### src/rtl/alu_share_arb.sv
// alu_share_arb
//   Time-shares one external combinational ALU between two requesters.
//   Round-robin grant in IDLE, one registered operand stage (EXEC) and one
//   registered result stage (RESP) held until the owning requester accepts.
//
//   state | meaning
//   ------+------------------------------------------------------------
//   IDLE  | no operation in flight; grant arbitration open
//   EXEC  | operand register drives the ALU; result captured at cycle end
//   RESP  | result held, rsp_valid[owner] high until rsp_ready[owner]
//
// Ports
//   clk, rst_n                    clock, async active-low reset
//   req_valid/req_ready [1:0]     request handshake, bit i = requester i
//   req0_a/b/sel, req1_a/b/sel    requester operands and opcode
//   rsp_valid/rsp_ready [1:0]     response handshake, bit i = requester i
//   rsp_out, rsp_cf/of/zf         registered result and flags (shared)
//   alu_a/b/sel                   drive to the external ALU
//   alu_out, alu_cf/of/zf         result from the external ALU
//   busy                          state is not IDLE
//   op_count                      completed response handshakes (wraps)
module alu_share_arb #(
   parameter int WIDTH = 4,
   parameter int CNT_W = 8
) (
   input  logic             clk,
   input  logic             rst_n,
   input  logic [1:0]       req_valid,
   output logic [1:0]       req_ready,
   input  logic [WIDTH-1:0] req0_a,
   input  logic [WIDTH-1:0] req0_b,
   input  logic [2:0]       req0_sel,
   input  logic [WIDTH-1:0] req1_a,
   input  logic [WIDTH-1:0] req1_b,
   input  logic [2:0]       req1_sel,
   output logic [1:0]       rsp_valid,
   input  logic [1:0]       rsp_ready,
   output logic [WIDTH-1:0] rsp_out,
   output logic             rsp_cf,
   output logic             rsp_of,
   output logic             rsp_zf,
   output logic [WIDTH-1:0] alu_a,
   output logic [WIDTH-1:0] alu_b,
   output logic [2:0]       alu_sel,
   input  logic [WIDTH-1:0] alu_out,
   input  logic             alu_cf,
   input  logic             alu_of,
   input  logic             alu_zf,
   output logic             busy,
   output logic [CNT_W-1:0] op_count
);

   localparam logic [1:0] IDLE = 2'd0;
   localparam logic [1:0] EXEC = 2'd1;
   localparam logic [1:0] RESP = 2'd2;

   logic [1:0]       state;
   logic             last_grant;
   logic             owner;
   logic             grant;
   logic             accept;
   logic             done;
   logic             arith_op;
   logic [WIDTH-1:0] op_a;
   logic [WIDTH-1:0] op_b;
   logic [2:0]       op_sel;

   // On a tie the requester that was not served last wins.
   always_comb begin
      grant = 1'b0;
      case (req_valid)
         2'b10:   grant = 1'b1;
         2'b11:   grant = ~last_grant;
         default: grant = 1'b0;
      endcase
   end

   assign accept    = (state == IDLE) && req_valid[grant];
   assign req_ready = accept ? (grant ? 2'b10 : 2'b01) : 2'b00;
   assign rsp_valid = (state == RESP) ? (owner ? 2'b10 : 2'b01) : 2'b00;
   assign done      = (state == RESP) && rsp_ready[owner];
   assign busy      = (state != IDLE);

   assign alu_a   = op_a;
   assign alu_b   = op_b;
   assign alu_sel = op_sel;

   // Only ADD (000) and SUB (001) produce meaningful carry/overflow; other
   // opcodes leave stale flags on the ALU outputs, so they are masked.
   assign arith_op = (op_sel[2:1] == 2'b00);

   always_ff @(posedge clk or negedge rst_n) begin
      if (!rst_n) begin
         state      <= IDLE;
         last_grant <= 1'b1;
         owner      <= 1'b0;
         op_a       <= '0;
         op_b       <= '0;
         op_sel     <= '0;
         rsp_out    <= '0;
         rsp_cf     <= 1'b0;
         rsp_of     <= 1'b0;
         rsp_zf     <= 1'b0;
         op_count   <= '0;
      end else begin
         case (state)
            IDLE: begin
               if (accept) begin
                  op_a   <= grant ? req1_a   : req0_a;
                  op_b   <= grant ? req1_b   : req0_b;
                  op_sel <= grant ? req1_sel : req0_sel;
                  owner  <= grant;
                  state  <= EXEC;
               end
            end
            EXEC: begin
               rsp_out <= alu_out;
               rsp_zf  <= alu_zf;
               rsp_cf  <= arith_op & alu_cf;
               rsp_of  <= arith_op & alu_of;
               state   <= RESP;
            end
            RESP: begin
               if (done) begin
                  last_grant <= owner;
                  op_count   <= op_count + CNT_W'(1);
                  state      <= IDLE;
               end
            end
            default: state <= IDLE;
         endcase
      end
   end

endmodule
### config.mk
export PLATFORM = sky130hd
export DESIGN_NAME = alu_share_arb
export DESIGN_NICKNAME = d
export VERILOG_FILES = /design/src/rtl/alu_share_arb.sv
export SDC_FILE = /design/constraint.sdc
export NUM_CORES = 1
export LEC_CHECK = 0
export BUFFER_PORTS_ARGS = -buffer_cell sky130_fd_sc_hd__buf_2
export CORE_MARGIN = 3
export CORE_UTILIZATION = 44
export CTS_CLUSTER_SIZE = 10
export DETAILED_ROUTE_END_ITERATION = 16
export PLACE_DENSITY = 0.89
export SYNTH_ARGS = -nofsm -noshare
export SYNTH_HDL_FRONTEND = slang
export SYNTH_SLANG_ARGS = --single-unit
### constraint.sdc
create_clock -name clk -period 1.75 [get_ports clk]
set_input_delay 0.35 -clock clk [delete_from_list [all_inputs] [get_ports clk]]
set_output_delay 0.35 -clock clk [all_outputs]
set_load 0.01 [all_outputs]
==> summary.txt, run 1 <==
Yosys
  • Top cells by area, synth: dfrtp_1 55%, a221o_1 8.4%, o21a_1 6.3%
  • Top-count cell post-synth: dfrtp_1
  • Syn Nets: 142
  • Async SR Flop Fraction: 1.00
  • Dominant synthesized flop cell: dfrtp_1
  • Post-synth top cells: 29 x dfrtp_1, 11 x a221o_1, 11 x o21a_1
  • Post-synth cell types: 26
  • Mean Syn Cell Area: 12.4 um^2
  • Synthesized area: 1320 um^2
  • Yosys top cell by area: dfrtp_1
  • Number of synthesized flops with an enable pin: 0
  • Seq/Total Area, Yosys: 0.571
  • Syn Inst Count: 106
  • Yosys warning count: 0
  • Synth top area share: 0.551
  • Seq cells post-synth: 30

CTS
  • # clock sinks: 30
  • Clk buf depth: 2
  • H-tree levels: 2
  • CTS root buf: clkbuf_4
  • Clk_lat worst skew: 0.33 ns
  • CTS tree: built
  • CTS Buf Count: 5
  • Worst-path clk slew: 0.08 ns

Global route
  • Vias in the first global route: 1,167
  • Total track usage: 0.184
  • Largest net degree at the start of global routing: 31
  • Initial antenna violation count: 0
  • GRT overflow: 0
  • First-pass GRT wire length: 4930 um

Setup path
  • Reg2reg setup slack: 0.21 ns
  • R2r worst-path depth: 6
  • Critical Path Source Type: flip-flop
  • Critical Path RT: 1.40 ns
  • Worst r2r dst: alu_a[3]
  • CP endpoint kind: output pin
  • Reg-to-reg startpoint: last_grant
  • Worst Setup Path Type: flip-flop to output pin
  • Crit path arrival time: 1.34 ns
  • Crit path max fanout: 8

STA
  • Final number of setup-violating endpoints: 0
  • Worst-margin pin slew: 0.650 ns
  • Count of final hold-check violations: 0
  • F_max: 592 MHz
  • RSZ-0062 raised after global routing: true
  • Part of the cycle the worst path needs: 0.966
  • Setup TNS: 0 ns
  • Tmin final: 1.69 ns
  • Slew margin rel.: 0.567
  • Clk_skew: 0.00436 ns
  • Slew Viols, Final: 0
  • Final WS setup: 0.0601 ns

Route
  • Vias per std cell: 5.35
  • DRT antenna net count: 0
  • Detailed-route wire length: 3080 um
  • DR pass1 iterations: 4
  • Via Count: 1,134
  • Wirelength per Cell: 14.5 um
  • Starting DRT DRC Count: 28
  • DRC Markers: 0

Power
  • Power, Total: 3.08 mW
  • Pwr dens: 1730 nW/um^2
  • P_leak: 0.902 nW
  • Highest ir drop seen on vdd: 989 uV

Floorplanning
  • Row cnt: 19
  • Die width: 60.7 um
  • Core Area: 2810 um^2
  • Initial Util: 0.469
  • Die footprint: 3680 um^2
  • DIE HEIGHT: 60.7 um
  • I/O pin count: 66

Final layout
  • # nets final: 217
  • Antenna cells: 0
  • Layout Cell Area excl Fill: 1770 um^2
  • Syn-to-layout area delta: 34.8%
  • Share of layout cells above drive strength 1: 0.492

Status
  • Run status: finished, final reports clean

Placement
  • Gp weighted congestion: 0.791
  • Place WS: 0.317 ns
  • PortBufs: 65
  • Dpl hpwl: 2260 um
  • Placed Area: 1670 um^2

Flow run
  • Max-cap viol count: 0

Hold path
  • Hold Path Class: input port to async pin
[worst max-delay path: stages (launching register included)]
cell	delay, ns
dfstp_2	0.54
nand2_1	0.06
and3_4	0.17
buf_6	0.13
buf_6	0.11
[routing by layer]
metal	track usage	part of all wire
met5	0	0
met3	0.0596	0.092
met2	0.311	0.49
met4	0.102	0.018
met1	0.205	0.40
[area by class of cell]
type / instances / area [um^2]
fillers: 238 / 1030
flip-flops and latches: 30 / 752
multi-input cells: 70 / 539
repair buffers: 73 / 395
clock buffers: 7 / 45.0
well taps: 31 / 38.8
inverters: 1 / 3.75
[per-stage QoR]
step	util	hold WS, ns	cells
detailed placement	0.596	0.415	200
global placement	0.596	0.396	200
CTS	0.615	0.0574	207
global route	0.632	0.0849	212
floorplan	-	0.0544	106
finish	0.632	0.0455	212
[layout by cell type (no fill, tap or decap)]
cell type / n
ha_1: 1
nor2_1: 3
dfrtp_1: 29
and3_4: 1
nor4_1: 2
nor2_2: 1
buf_6: 2
buf_4: 7
clkbuf_4: 5
a221o_1: 11
nand3_1: 1
buf_2: 64
xor2_1: 5
nor3_1: 4
a22o_1: 3
mux2_2: 7
dfstp_2: 1
nand3b_1: 1
and2_1: 1
o21ai_0: 2
xnor2_1: 2
o21a_1: 11
nor2b_1: 1
and3_2: 1
nand2_1: 6
clkbuf_1: 2
nand2b_1: 4
nand4_1: 1
mux2i_1: 1
inv_1: 1
[power breakdown]
group / total (mW) / leakage, nW / switching (mW) / internal, mW
Sequential: 1.27 / 0.362 / 0.245 / 1.02
Combinational: 1.44 / 0.515 / 0.687 / 0.756
Clock: 0.367 / 0.0254 / 0.216 / 0.151
Total: 3.08 / 0.902 / 1.15 / 1.93
[cells by family after synthesis]
group                    synth area share
AO/OA/AOI/OAI                       0.174
flip-flops                          0.571
XOR/XNOR                           0.0466
multiplexers                       0.0675
buffers and inverters              0.0257
AND/OR/NAND/NOR                     0.106
adder cells (fa/ha/maj)           0.00950
[flip-flops by register name, indices dropped and copies added, names as in the netlist]
name,count
rsp_zf,1
rsp_cf,1
owner,1
last_grant,1
state,2
rsp_out,4
op_count,8
alu_b,4
alu_sel,3
alu_a,4
rsp_of,1
[worst max path at each step]
stage | start | endpoint | cells past startpoint
after floorplan | last_grant | alu_a[1] | 4
after global placement | last_grant | req_ready[1] | 4
after detailed placement | state[0] | alu_b[1] | 4
after CTS | last_grant | req_ready[1] | 4
after global routing | state[0] | busy | 3
final | last_grant | req_ready[1] | 4
[repair_timing]
item / in CTS / in global routing
hold buffers: 0 / 0
setup endpoints to repair: 1 / 3
setup buffers: 0 / 5
pin swaps: 0 / 1
resized for setup: 2 / 3
No activity file was read; power rests on OpenSTA's default activity.
==> inputs of run 2 (changes only) <==
--- a/config.mk
+++ b/config.mk
@@ -6,7 +6,7 @@
 export NUM_CORES = 1
 export LEC_CHECK = 0
 export BUFFER_PORTS_ARGS = -buffer_cell sky130_fd_sc_hd__buf_2
-export CORE_MARGIN = 3
+export CAP_MARGIN = 20
 export CORE_UTILIZATION = 44
 export CTS_CLUSTER_SIZE = 10
 export DETAILED_ROUTE_END_ITERATION = 16
==> run 2 against run 1 <==
Effect of this change: the run now ends with design-rule violations left; clock-buffer cell count is 1 higher; total power is 3.1% higher; register-to-register slack better by 0.08 ns; clock power is 38% higher; critical path depth is 1 lower; combinational power is 4% lower.
==> summary.txt, run 2 (same netlist as run 1, synthesis figures left out) <==
Placement
  • Gp weighted congestion: 0.734
  • Post-Place Cells: 199
  • PortBufs: 65
  • Dpl hpwl: 2180 um

Power
  • Highest ir drop seen on vdd: 996 uV
  • Comb power frac: 0.435
  • P_leak: 0.893 nW
  • P_sw: 1.18 mW
  • Sequential share of power: 0.405
  • Clock network power share: 0.160
  • Pwr dens: 1800 nW/um^2
  • Internal power: 1.99 mW
  • Sw Ratio: 0.372

Route
  • DRT antenna net count: 0
  • Via Count: 1,121
  • Wirelength per Cell: 14.2 um
  • Routed wl met3: 245 um
  • DR pass1 iterations: 10
  • Starting DRT DRC Count: 40
  • DRC Markers: 8
  • Met2 WL: 1380 um
  • Detailed-route wire length: 2950 um
  • M1 wire length: 1240 um
  • Vias per std cell: 5.39
  • Top layer in use: met4

Floorplanning
  • Die width: 56.7 um
  • I/O pin count: 66
  • DIE HEIGHT: 56.7 um
  • Core Area: 2810 um^2
  • Initial Util: 0.469
  • Row cnt: 19
  • Die footprint: 3210 um^2

CTS
  • Worst-path clk slew: 0.09 ns
  • CTS root buf: clkbuf_4
  • Clk_lat worst skew: 0.33 ns
  • H-tree levels: 2
  • Clk buf depth: 2
  • # clock sinks: 30
  • Cts hold-fix bufs: 0
  • CTS Buf Count: 5
  • CTS tree: built

Setup path
  • Crit path max fanout: 5
  • Crit path arrival time: 1.30 ns
  • CP endpoint kind: output pin
  • Critical Path Source Type: flip-flop
  • Worst Setup Path Type: flip-flop to output pin
  • Critical Path RT: 1.40 ns

STA
  • Clk_skew: 0.00588 ns
  • Slew Viols, Final: 0
  • Count of final hold-check violations: 0
  • Worst-margin pin slew: 0.631 ns
  • Slew margin rel.: 0.579
  • Part of the cycle the worst path needs: 0.944
  • RSZ-0062 raised after global routing: false
  • Final number of setup-violating endpoints: 0
  • Setup TNS: 0 ns
  • F_max: 605 MHz
  • Tmin final: 1.65 ns

Final layout
  • Most frequent cells in the layout: 65 x buf_2, 29 x dfrtp_1, 11 x o21a_1, 11 x a221o_1, 7 x mux2_2
  • Final Core Density: 0.627
  • Largest Register: op_count
  • Share of layout cells above drive strength 1: 0.492
  • Antenna cells: 0
  • Max reg flops: 8
  • Most common cell after layout, fill and taps aside: buf_2
  • # nets final: 212
  • Syn-to-layout area delta: 33.7%
  • Fin cells: 208

Global route
  • Largest net degree at the start of global routing: 31
  • GRT overflow: 0
  • Total track usage: 0.207
  • Initial antenna violation count: 0
  • First-pass GRT wire length: 4960 um
  • Vias in the first global route: 1,105

Status
  • Run status: finished with violations
  • Failing checks: design-rule violations

Flow run
  • Max-cap viol count: 0

Hold path
  • Hold Path Class: input port to async pin
[run 2: cell types whose count changed in the layout (fill, tap and decap cells not counted)]
cell	before	now
buf_2	64	65
and3_1	0	1
clkbuf_1	2	0
buf_6	2	0
and3_2	1	0
inv_1	1	0
clkbuf_8	0	3
inv_2	0	1
buf_4	7	3
[run 2: power groups by stage]
| stage | clock (mW) | combinational, mW | sequential (mW) |
|---|---|---|---|
| floorplan | 0 | 0.760 | 1.38 |
| global placement | 0 | 1.31 | 1.26 |
| detailed placement | 0 | 1.37 | 1.28 |
| CTS | 0.523 | 1.39 | 1.28 |
| global route | 0.568 | 1.51 | 1.33 |
| finish | 0.508 | 1.38 | 1.29 |
[run 2: metrics by stage]
stage | worst slack, ns | hold WS [ns] | instance area, um^2 | total power, mW
after global routing | 0.00296 | 0.0604 | 1760 | 3.41
final | 0.0976 | 0.0259 | 1760 | 3.17
after floorplan | 0.416 | 0.0544 | 1320 | 2.14
after detailed placement | 0.144 | 0.414 | 1670 | 2.66
after CTS | 0.00660 | 0.0373 | 1760 | 3.18
after global placement | 0.197 | 0.401 | 1670 | 2.56
[run 2: worst paths after layout]
check | start | to | slack (ns) | cells after the start
worst max-delay path | state[1] | rsp_valid[1] | 0.1 | 3
worst min-delay path | rst_n | op_count[1] | 0.03 | 1
worst max register to register | owner | op_count[1] | 0.29 | 3
worst min register to register | op_count[7] | op_count[7] | 0.47 | 1
max in group asynchronous | rst_n | alu_b[2] | 1.31 | 1
min in group clk | alu_of | rsp_of | 0.23 | 2
[run 2: cell type report]
type | instances | area [um^2]
fill | 226 | 1050
sequential | 30 | 752
multi-input combinational | 70 | 538
timing repair buffer | 68 | 348
clock buffer | 8 | 78.8
tap | 31 | 38.8
inverter | 1 | 3.75
[run 2: worst max-delay path, stage by stage (launching register included)]
cell and delay, ns:
dfrtp_1 0.43, nor2b_1 0.23, and2_1 0.17, buf_2 0.13
[run 2: repair_timing]
item | CTS | global route
buffers inserted | 1 | 0
gates resized for setup | 2 | 2
setup endpoints to repair | 1 | 2
cloned | 0 | 0
pin swaps | 1 | 0
[run 2: layer usage]
layer	GRT usage	vias up
met5	0	-
met4	0.132	0
met3	0.0576	10
met2	0.316	55
met1	0.258	526
li1	-	530
